<file path="src/rtl/tmc_pkg.sv">
// tmc_pkg
// Shared definitions for the TMC measurement scheduler:
//   - tmc_state_e       : scheduler FSM states
//   - TMC_*_DEF         : default parameter values for the scheduler
//   - tmc_clog2_min1    : clog2 that never returns 0, used to size counters
//   - tmc_ch_width      : channel index width derived from the channel count
package tmc_pkg;

    typedef enum logic [1:0] {
        ST_IDLE        = 2'd0,
        ST_SETTLE      = 2'd1,
        ST_CONVERT     = 2'd2,
        ST_WAIT_PERIOD = 2'd3
    } tmc_state_e;

    localparam int TMC_N_CH_DEF        = 8;
    localparam int TMC_DATA_W_DEF      = 24;
    localparam int TMC_SETTLE_CYC_DEF  = 1000;
    localparam int TMC_TIMEOUT_CYC_DEF = 65535;
    localparam int TMC_PERIOD_CYC_DEF  = 100000;

    // Width needed to hold values 0..n-1, but never less than one bit so
    // that degenerate counters still produce a legal vector.
    function automatic int tmc_clog2_min1(input int n);
        return (n < 2) ? 1 : $clog2(n);
    endfunction

    function automatic int tmc_ch_width(input int n_ch);
        return tmc_clog2_min1(n_ch);
    endfunction

endpackage

</file>
<file path="src/rtl/tmc_next_ch.sv">
// tmc_next_ch
// Combinational channel search for the scheduler.
// Ports:
//   scan_mask  in   mask latched for the scan in progress
//   cur_ch     in   channel currently selected on the mux
//   start_mask in   live channel mask, used when a new scan begins
//   next_ch    out  lowest set bit of scan_mask strictly above cur_ch
//   found      out  1 when next_ch is valid
//   first_ch   out  lowest set bit of start_mask (0 when the mask is empty)
module tmc_next_ch
    import tmc_pkg::*;
#(
    parameter int N_CH = TMC_N_CH_DEF,
    parameter int CH_W = tmc_ch_width(N_CH)
) (
    input  logic [N_CH-1:0] scan_mask,
    input  logic [CH_W-1:0] cur_ch,
    input  logic [N_CH-1:0] start_mask,
    output logic [CH_W-1:0] next_ch,
    output logic            found,
    output logic [CH_W-1:0] first_ch
);

    // Walking from the top index down means the last hit written is the
    // lowest qualifying bit, which is the priority both searches need.
    always_comb begin
        next_ch  = '0;
        found    = 1'b0;
        first_ch = '0;
        for (int i = N_CH - 1; i >= 0; i--) begin
            if (scan_mask[i] && (i > int'(cur_ch))) begin
                next_ch = CH_W'(i);
                found   = 1'b1;
            end
            if (start_mask[i]) begin
                first_ch = CH_W'(i);
            end
        end
    end

endmodule

</file>
<file path="src/rtl/tmc_meas_sched.sv">
// tmc_meas_sched
// Sequences one shared ADC across N_CH multiplexed thermistor channels:
// select channel, settle, start conversion, collect result, repeat the scan
// every PERIOD_CYC cycles.
// Ports:
//   clk, rst            clock and synchronous active-high reset
//   enable, ch_mask     run request and per-channel scan enables
//   err_clr             pulse clearing the sticky error flags
//   mux_sel, mux_en     analog mux control
//   adc_start           one-cycle conversion start
//   adc_done, adc_data  conversion completion and result
//   res_valid, res_ch, res_data   result pulse with channel and data
//   scan_done           pulse with the final channel of each scan
//   busy                1 whenever the scheduler is not idle
//   timeout_flag        sticky, a conversion never completed
//   overrun_flag        sticky, a scan outlasted the scan period
module tmc_meas_sched
    import tmc_pkg::*;
#(
    parameter int N_CH        = TMC_N_CH_DEF,
    parameter int CH_W        = tmc_ch_width(N_CH),
    parameter int DATA_W      = TMC_DATA_W_DEF,
    parameter int SETTLE_CYC  = TMC_SETTLE_CYC_DEF,
    parameter int TIMEOUT_CYC = TMC_TIMEOUT_CYC_DEF,
    parameter int PERIOD_CYC  = TMC_PERIOD_CYC_DEF
) (
    input  logic              clk,
    input  logic              rst,
    input  logic              enable,
    input  logic [N_CH-1:0]   ch_mask,
    input  logic              err_clr,
    output logic [CH_W-1:0]   mux_sel,
    output logic              mux_en,
    output logic              adc_start,
    input  logic              adc_done,
    input  logic [DATA_W-1:0] adc_data,
    output logic              res_valid,
    output logic [CH_W-1:0]   res_ch,
    output logic [DATA_W-1:0] res_data,
    output logic              scan_done,
    output logic              busy,
    output logic              timeout_flag,
    output logic              overrun_flag
);

    localparam int CNT_MAX = (SETTLE_CYC > TIMEOUT_CYC) ? SETTLE_CYC : TIMEOUT_CYC;
    localparam int CNT_W   = tmc_clog2_min1(CNT_MAX);
    localparam int PER_W   = tmc_clog2_min1(PERIOD_CYC);

    localparam logic [CNT_W-1:0] SETTLE_LOAD  = CNT_W'(SETTLE_CYC - 1);
    localparam logic [CNT_W-1:0] TIMEOUT_LOAD = CNT_W'(TIMEOUT_CYC - 1);
    localparam logic [PER_W-1:0] PER_LAST     = PER_W'(PERIOD_CYC - 1);

    tmc_state_e        state_q, state_d;
    logic [CNT_W-1:0]  cnt_q, cnt_d;
    logic [PER_W-1:0]  per_q, per_d;
    logic [N_CH-1:0]   scan_mask_q, scan_mask_d;
    logic [CH_W-1:0]   mux_sel_q, mux_sel_d;
    logic              mux_en_q, mux_en_d;
    logic              adc_start_q, adc_start_d;
    logic              res_valid_q, res_valid_d;
    logic [CH_W-1:0]   res_ch_q, res_ch_d;
    logic [DATA_W-1:0] res_data_q, res_data_d;
    logic              scan_done_q, scan_done_d;
    logic              busy_q, busy_d;
    logic              timeout_flag_q, timeout_flag_d;
    logic              overrun_flag_q, overrun_flag_d;

    logic [CH_W-1:0]   next_ch;
    logic [CH_W-1:0]   first_ch;
    logic              found;
    logic              start_scan;
    logic              conv_end;
    logic              done_ok;
    logic              per_sat;
    logic              can_start;
    logic              timeout_set;
    logic              overrun_set;

    tmc_next_ch #(
        .N_CH (N_CH),
        .CH_W (CH_W)
    ) u_next_ch (
        .scan_mask  (scan_mask_q),
        .cur_ch     (mux_sel_q),
        .start_mask (ch_mask),
        .next_ch    (next_ch),
        .found      (found),
        .first_ch   (first_ch)
    );

    // Next-state logic. cnt_q is shared: it counts down the settle time in
    // SETTLE and the timeout window in CONVERT, reaching 0 on the expiry
    // cycle. The first CONVERT cycle is recognised by cnt_q still holding
    // TIMEOUT_LOAD; a done arriving then overlaps adc_start and is dropped.
    // per_q counts from every scan start and saturates on the last cycle of
    // the period; a saturated counter while the scan is still running marks
    // an overrun, and also lets WAIT_PERIOD restart on its very first cycle.
    always_comb begin
        state_d        = state_q;
        cnt_d          = cnt_q;
        per_d          = per_q;
        scan_mask_d    = scan_mask_q;
        mux_sel_d      = mux_sel_q;
        mux_en_d       = mux_en_q;
        adc_start_d    = 1'b0;
        res_valid_d    = 1'b0;
        res_ch_d       = res_ch_q;
        res_data_d     = res_data_q;
        scan_done_d    = 1'b0;
        start_scan     = 1'b0;
        conv_end       = 1'b0;
        timeout_set    = 1'b0;
        overrun_set    = 1'b0;
        per_sat        = (per_q == PER_LAST);
        can_start      = enable && (ch_mask != '0);
        done_ok        = adc_done && (cnt_q != TIMEOUT_LOAD);

        if ((state_q != ST_IDLE) && !per_sat) begin
            per_d = per_q + PER_W'(1);
        end

        case (state_q)
            ST_IDLE: begin
                per_d = '0;
                if (can_start) begin
                    start_scan = 1'b1;
                end
            end
            ST_SETTLE: begin
                if (per_sat) begin
                    overrun_set = 1'b1;
                end
                if (!enable) begin
                    mux_en_d = 1'b0;
                    state_d  = ST_IDLE;
                end else if (cnt_q == '0) begin
                    adc_start_d = 1'b1;
                    cnt_d       = TIMEOUT_LOAD;
                    state_d     = ST_CONVERT;
                end else begin
                    cnt_d = cnt_q - CNT_W'(1);
                end
            end
            ST_CONVERT: begin
                if (done_ok) begin
                    res_valid_d = 1'b1;
                    res_data_d  = adc_data;
                    res_ch_d    = mux_sel_q;
                    conv_end    = 1'b1;
                end else if (cnt_q == '0) begin
                    timeout_set = 1'b1;
                    conv_end    = 1'b1;
                end else begin
                    cnt_d = cnt_q - CNT_W'(1);
                end
                if (per_sat && !(conv_end && !found)) begin
                    overrun_set = 1'b1;
                end
                if (conv_end) begin
                    if (found && enable) begin
                        mux_sel_d = next_ch;
                        cnt_d     = SETTLE_LOAD;
                        state_d   = ST_SETTLE;
                    end else begin
                        mux_en_d    = 1'b0;
                        scan_done_d = !found;
                        state_d     = (!found && enable) ? ST_WAIT_PERIOD : ST_IDLE;
                    end
                end
            end
            ST_WAIT_PERIOD: begin
                if (!enable) begin
                    state_d = ST_IDLE;
                end else if (per_sat) begin
                    if (can_start) begin
                        start_scan = 1'b1;
                    end else begin
                        state_d = ST_IDLE;
                    end
                end
            end
            default: begin
                state_d = ST_IDLE;
            end
        endcase

        if (start_scan) begin
            per_d       = '0;
            scan_mask_d = ch_mask;
            mux_sel_d   = first_ch;
            mux_en_d    = 1'b1;
            cnt_d       = SETTLE_LOAD;
            state_d     = ST_SETTLE;
        end

        busy_d         = (state_d != ST_IDLE);
        timeout_flag_d = (timeout_flag_q && !err_clr) || timeout_set;
        overrun_flag_d = (overrun_flag_q && !err_clr) || overrun_set;
    end

    // State and output registers; reset returns everything to idle zeros.
    always_ff @(posedge clk) begin
        if (rst) begin
            state_q        <= ST_IDLE;
            cnt_q          <= '0;
            per_q          <= '0;
            scan_mask_q    <= '0;
            mux_sel_q      <= '0;
            mux_en_q       <= 1'b0;
            adc_start_q    <= 1'b0;
            res_valid_q    <= 1'b0;
            res_ch_q       <= '0;
            res_data_q     <= '0;
            scan_done_q    <= 1'b0;
            busy_q         <= 1'b0;
            timeout_flag_q <= 1'b0;
            overrun_flag_q <= 1'b0;
        end else begin
            state_q        <= state_d;
            cnt_q          <= cnt_d;
            per_q          <= per_d;
            scan_mask_q    <= scan_mask_d;
            mux_sel_q      <= mux_sel_d;
            mux_en_q       <= mux_en_d;
            adc_start_q    <= adc_start_d;
            res_valid_q    <= res_valid_d;
            res_ch_q       <= res_ch_d;
            res_data_q     <= res_data_d;
            scan_done_q    <= scan_done_d;
            busy_q         <= busy_d;
            timeout_flag_q <= timeout_flag_d;
            overrun_flag_q <= overrun_flag_d;
        end
    end

    assign mux_sel      = mux_sel_q;
    assign mux_en       = mux_en_q;
    assign adc_start    = adc_start_q;
    assign res_valid    = res_valid_q;
    assign res_ch       = res_ch_q;
    assign res_data     = res_data_q;
    assign scan_done    = scan_done_q;
    assign busy         = busy_q;
    assign timeout_flag = timeout_flag_q;
    assign overrun_flag = overrun_flag_q;

endmodule

</file>
<file path="config.mk">
export PLATFORM = sky130hd
export DESIGN_NAME = tmc_meas_sched
export DESIGN_NICKNAME = d
export VERILOG_FILES = /design/src/rtl/tmc_pkg.sv /design/src/rtl/tmc_next_ch.sv /design/src/rtl/tmc_meas_sched.sv
export SDC_FILE = /design/constraint.sdc
export NUM_CORES = 1
export LEC_CHECK = 0
export BUFFER_PORTS_ARGS = -buffer_cell sky130_fd_sc_hd__buf_2
export CORE_UTILIZATION = 39
export CTS_CLUSTER_DIAMETER = 80
export DETAILED_ROUTE_END_ITERATION = 16
export GPL_TIMING_DRIVEN = 0
export MAX_ROUTING_LAYER = met4
export SLEW_MARGIN = 25
export SYNTH_ARGS = -nofsm -noshare
export SYNTH_HDL_FRONTEND = slang
export SYNTH_SLANG_ARGS = --single-unit
</file>
<file path="constraint.sdc">
create_clock -name clk -period 2.6 [get_ports clk]
set_input_delay 0.13 -clock clk [delete_from_list [all_inputs] [get_ports clk]]
set_output_delay 0.13 -clock clk [all_outputs]
set_load 0.02 [all_outputs]
</file>
==> qor.csv, run 1 <==
stage;metric;value;unit
drt;firstDrtPassIters;4;
timing;min_period;2515;ps
global_route;grt_usage;21.77;%
drt;dr_total_vias;3843;
global_route;grt_max_degree;16;
drt;detail-route-antenna-nets;0;
finish;nFillCells;911;
floorplan;initial_core_util;41.01;%
drt;drtIter0Drc;162;
timing;setup_viol;0;
finish;insertedDiodeCount;0;
synthesis;synth-main-ff-cell;dfxtp_1;
placed_design;gp_congestion;0.8477;
setup_path;worst-path-max-fanout;8;
timing;fin_setup_tns;0;ps
synthesis;synth_seq_cells;79;
floorplan;pin_count;74;
timing;tightest_slew;578.4;ps
power_and_ir_drop;p_per_area;564.0;mW/mm^2
cts;clock_latency;350;ps
finish;layout_common_cells;nand2_1, dfxtp_1, buf_2;
timing;rsz0062_at_grt;yes;
synthesis;async_flop_share;0;%
cts;numCtsBuffers;9;
synthesis;synth_top_area_share;40.96;%
setup_path;end_kind;register;
setup_path;cp.arrival;2720;ps
setup_path;required;2810;ps
cts;root_buffer;clkbuf_8;
setup_path;r2r_slack;90;ps
synthesis;post-synth-top-area-cell;dfxtp_1;
drt;post_drt_wl_per_cell;14.18;um
power_and_ir_drop;finalPower;2.716;mW
synthesis;syn-cell-area;0.003861;mm^2
synthesis;ys_warn_count;0;
floorplan;die_w;101.5;um
setup_path;startpoint_type;register;
synthesis;synth_edf_count;0;
cts;cts_tree;done;
timing;drv_slew;0;
placed_design;post-place-ws;-213.7;ps
global_route;grt.busiest_layer;met2;
floorplan;core_area;0.009415;mm^2
floorplan;die_y;101.5;um
synthesis;synth_fp_nets;542;
floorplan;fp-row-count;35;
global_route;grt_pass1_vias;3708;
setup_path;critPathKind;register to register;
synthesis;syn-instance-count;495;
synthesis;synthTopCellsByArea;dfxtp_1, nand2_1, a21oi_1;
placed_design;io_buffers;72;
global_route;grt_use_met3;5.590;%
global_route;grt_pass1_wl;17240;um
placed_design;postPlaceCellArea;0.004383;mm^2
run;drv_cap;0;
drt;viasPerCell;5.279;
finish;final_common_cell;nand2_1;
synthesis;synth.distinct_cells;57;
min_path;hold_path_class;primary input to register;
floorplan;dieArea;0.01030;mm^2
global_route;grt_use_met2;34.67;%
finish;nets;641;
synthesis;ys_seq_area_share;40.96;%
finish;final_util;51.14;%
power_and_ir_drop;vdd_drop_max;342.5;uV
finish;area_growth;24.69;%
timing;hold_viol;0;
finish;finalInstanceArea;0.004815;mm^2
timing;fin_skew;11.52;ps
timing;relSlewSlack;61.44;%
finish;drive_gt1_share;20.70;%
timing;fin_ws;85.38;ps
cts;cts.sinks;79;
global_route;gr-total-overflow;0;
synthesis;syn_avg_cell_area;7.800;um^2
global_route;grt_util_met1;27.46;%
global_route;antenna_found_initial;0;
drt;wirelength;10320;um
power_and_ir_drop;p_leak;1.851;nW
timing;max_freq;397.7;MHz
cts;clk_transition_reported_paths;80;ps
timing;fin_crit_sh;96.72;%
cts;cts_buffer_depth;2;
drt;drc;0;
cts;htreeDepth;3;
placed_design;detailed_place_hpwl;7478;um
outcome;status;finished, final reports clean;
[kinds of logic after synthesis]
group	share of synthesized area, %
flops	40.96
mux	0.2592
compound gates	20.16
simple gates	27.54
buf+inv	4.212
fa+ha+maj	3.240
xor+xnor	3.629
[critical path, stage by stage (launching register included)]
cell and delay, ps:
dfxtp_1 330, inv_1 130, ha_1 180, nand4_1 200, nor4_2 390, nor2_1 170, nor2_1 300, nand2_2 180
o41ai_1 370, a31oi_1 130
[flip-flops by register name, summed over array words and instances (netlist names)]
signal / cells
cnt_q: 16
busy: 1
mux_sel: 3
res_data: 24
res_valid: 1
state_q: 2
mux_en: 1
overrun_flag: 1
res_ch: 3
scan_mask_q: 7
timeout_flag: 1
scan_done: 1
adc_start: 1
per_q: 17
[layout make-up]
cell class | count | area, um^2 | share of cell area [%]
Multi-Input combinational cell | 379 | 2206 | 45.82
Timing Repair Buffer | 89 | 525.5 | 10.91
Tap cell | 129 | 161.4 | 3.352
Sequential cell | 79 | 1582 | 32.85
Inverter | 13 | 48.80 | 1.014
Clock buffer | 10 | 127.6 | 2.651
Clock inverter | 6 | 52.55 | 1.091
Buffer | 23 | 111.4 | 2.313
[synth_stat cells (all sizes together), types with 8 or more instances]
cell type and instances:
nor3 14, a31oi 11, nand4 10, a21oi 62, nand2 98, nand3 10
inv 13, nor2 50, nand2b 8, clkbuf 19, o21ai 19, ha 10
dfxtp 79, xor2 11
[per-stage QoR]
stage	std cells	hold WS, ps
3_5_place_dp	696	378.5
4_1_cts	726	0.6327
6_report	728	16.28
3_3_place_gp	696	370.6
2_1_floorplan	495	266.0
5_1_grt	728	3.434
[per-layer routing]
layer / part of all wire, % / wire length [um]
met1: 46 / 4775
met2: 48 / 4928
met3: 5.2 / 533
met4: 0.82 / 85
met5: 0 / 0
[power breakdown]
group | internal, mW | total (mW) | switching, mW | leakage (nW)
Combinational | 0.223 | 0.551 | 0.328 | 1.13
Clock | 0.362 | 0.854 | 0.491 | 0.0854
Sequential | 1.25 | 1.31 | 0.0572 | 0.641
Total | 1.84 | 2.72 | 0.876 | 1.85
[path summary, 6_finish.rpt]
| check | from | to | cells after the start |
|---|---|---|---|
| max | cnt_q[0] | cnt_q[6] | 9 |
| min | adc_data[22] | res_data[22] | 3 |
| max reg2reg | cnt_q[0] | cnt_q[6] | 9 |
| min reg2reg | res_data[12] | res_data[12] | 2 |
[repair_timing]
| item | 4_1_cts | 5_1_grt |
|---|---|---|
| pin swaps | 0 | 2 |
| hold endpoints to repair | 14 | 1 |
| setup endpoints to repair | 22 | 44 |
| buffers inserted | 0 | 2 |
| resized for setup | 4 | 15 |
| hold buffers | 14 | 1 |
Power figures use the tool's default switching activity.
==> inputs of run 2 (changes only) <==
--- a/config.mk
+++ b/config.mk
@@ -6,11 +6,14 @@
 export NUM_CORES = 1
 export LEC_CHECK = 0
 export BUFFER_PORTS_ARGS = -buffer_cell sky130_fd_sc_hd__buf_2
-export CORE_UTILIZATION = 39
+export CELL_PAD_IN_SITES_DETAIL_PLACEMENT = 2
+export CELL_PAD_IN_SITES_GLOBAL_PLACEMENT = 2
+export CORE_UTILIZATION = 32
 export CTS_CLUSTER_DIAMETER = 80
 export DETAILED_ROUTE_END_ITERATION = 16
 export GPL_TIMING_DRIVEN = 0
 export MAX_ROUTING_LAYER = met4
+export PLACE_DENSITY_LB_ADDON = 0.1
 export SLEW_MARGIN = 25
 export SYNTH_ARGS = -nofsm -noshare
 export SYNTH_HDL_FRONTEND = slang
==> run 2 against run 1 <==
The flow now finishes with violations (design-rule violations). Sequential power about the same. Critical path depth unchanged. Utilization is 9.4 points lower. Hold slack improved by 13 ps. Via count increased by 3.1%. Global-route usage rose by 1.6 points. First-iteration DRC count down 30%. Register-to-register slack got worse by 30 ps. Critical path type unchanged. Largest cell class unchanged. Highest routed layer unchanged.
==> qor.csv, run 2 (synthesis gave the netlist of run 1 again) <==
stage;metric;value;unit;change
min_path;min_from;adc_data[6];;
timing;fin_ws;54.70;ps;-30.68 ps
run;drv_cap;0;;unchanged
setup_path;worst-path-max-fanout;8;;unchanged
floorplan;fp-row-count;39;;+11%
cts;root_buffer;clkbuf_16;;
setup_path;r2r_slack;50;ps;-30 ps
timing;setup_viol;0;;unchanged
finish;nets;626;;-2.3%
placed_design;post-place-ws;-394.2;ps;-180.5 ps
placed_design;detailed_place_hpwl;9836;um;+32%
drt;drtIter0Drc;114;;-30%
power_and_ir_drop;vdd_drop_max;317.7;uV;-7.2%
timing;fin_crit_sh;97.90;%;+1.2 points
setup_path;worstReg2RegEnd;cnt_q[14];;
timing;min_period;2545;ps;+30.68 ps
timing;relSlewSlack;56.58;%;-4.9 points
setup_path;required;2870;ps;+60 ps
cts;cts_tree;done;;
outcome;status;complete, but fails checks;;
drt;detail-route-antenna-nets;0;;unchanged
drt;firstDrtPassIters;12;;+8
cts;cts.sinks;79;;unchanged
setup_path;ff2ff_path_depth;9;;unchanged
placed_design;io_buffers;72;;unchanged
finish;layout_common_cells;nand2_1, dfxtp_1, buf_2;;
floorplan;dieArea;0.01251;mm^2;+21%
timing;hold_viol;0;;unchanged
power_and_ir_drop;finalPower;3.215;mW;+18%
global_route;grt_pass1_vias;4305;;+16%
finish;final_util;41.71;%;-9.4 points
timing;fin_skew;8.846;ps;-2.674 ps
drt;post_drt_wl_per_cell;18.69;um;+32%
global_route;grt.busiest_layer;met2;;
global_route;grt_use_met2;40.50;%;+5.8 points
placed_design;gp_congestion;0.8028;;-5.3%
cts;numCtsBuffers;9;;unchanged
floorplan;core_area;0.01156;mm^2;+23%
cts;cts_buffer_depth;2;;unchanged
global_route;antenna_found_initial;0;;unchanged
setup_path;critPathKind;register to register;;
global_route;gr-total-overflow;0;;unchanged
floorplan;die_w;111.8;um;+10%
setup_path;startpoint_type;register;;
finish;largest_reg_flops;24;;unchanged
cts;htreeDepth;3;;unchanged
global_route;grt_usage;23.41;%;+1.6 points
finish;drive_gt1_share;22.43;%;+1.7 points
cts;postCtsHoldBufs;0;;-14
outcome;violations;design-rule violations;;
setup_path;cp.arrival;2820;ps;+100 ps
drt;wirelength;13590;um;+32%
finish;insertedDiodeCount;0;;unchanged
global_route;grt_use_met3;4.246;%;-1.3 points
timing;rsz0062_at_grt;yes;;
drt;dr_total_vias;3962;;+3.1%
floorplan;pin_count;74;;unchanged
timing;holdWs;28.97;ps;+12.69 ps
global_route;grt_pass1_wl;22400;um;+30%
timing;max_freq;392.9;MHz;-1.2%
min_path;hold_path_class;primary input to register;;
min_path;whs_path_depth;3;;unchanged
finish;area_growth;24.92;%;
min_path;worstHoldEndpoint;res_data[6];;
global_route;grt_max_degree;13;;-3
power_and_ir_drop;p_leak;1.880;nW;+1.6%
cts;clk_transition_reported_paths;60;ps;-20 ps
timing;fin_setup_tns;0;ps;unchanged
drt;drc;1;;+1
setup_path;end_kind;register;;
timing;tightest_slew;651.3;ps;+72.91 ps
setup_path;r2r_start;state_q[0];;
power_and_ir_drop;p_per_area;666.5;mW/mm^2;+18%
finish;final_common_cell;nand2_1;;
floorplan;initial_core_util;33.39;%;-7.6 points
cts;clock_latency;340;ps;about the same
floorplan;die_y;111.8;um;+10%
drt;viasPerCell;5.450;;+3.2%
timing;drv_slew;0;;unchanged
global_route;grt_util_met1;27.57;%;+0.11 points
[run 2: what timing repair did]
action,4_1_cts,5_1_grt
setup endpoints to repair,50,39
pin swaps,2,4
buffers inserted,1,3
gates resized for setup,11,10
[run 2: layout make-up]
| cell class | instances | area [um^2] |
|---|---|---|
| fillers | 1359 | 6741 |
| multi-input cells | 379 | 2206 |
| flip-flops and latches | 79 | 1584 |
| repair buffers | 76 | 390.4 |
| clock buffers | 13 | 270.3 |
| well taps | 143 | 178.9 |
| plain buffers | 21 | 105.1 |
| inverters | 13 | 48.80 |
| clock inverters | 3 | 40.04 |
[run 2: per-layer routing]
layer  part of all wire (%)  vias to the layer above
li1                       -                     1898
met1                     45                     1984
met2                     51                       67
met3                    3.1                       13
met4                    1.3                        0
met5                      0                        -
[run 2: critical path: stages, from the launching register on]
cell and delay (ps):
dfxtp_1 420, inv_1 110, ha_1 270, inv_1 190, nor2_1 110, a21oi_1 510, nor2_2 220, a31oi_2 390
o211ai_1 160, o21ai_0 100
[run 2: worst max-delay path by stage]
stage,from,to,slack (ps),depth (start not counted)
floorplan,per_q[11],mux_sel[1],370,7
global placement,cnt_q[0],cnt_q[14],-350,9
detailed placement,cnt_q[0],cnt_q[14],-390,9
CTS,per_q[6],per_q[9],9,8
global route,cnt_q[0],cnt_q[6],-120,9
finish,state_q[0],cnt_q[14],50,9
[run 2: power by group]
group          switching, mW  total [mW]  internal [mW]
clock network          0.515        1.33          0.820
registers             0.0555        1.31           1.26
logic                  0.364       0.569          0.205
total                  0.934        3.21           2.28
[run 2: metrics by stage]
step	instance area, um^2	cells
2_1_floorplan	3861	495
3_3_place_gp	4400	710
3_5_place_dp	4400	710
4_1_cts	4761	726
5_1_grt	4823	727
6_report	4823	727
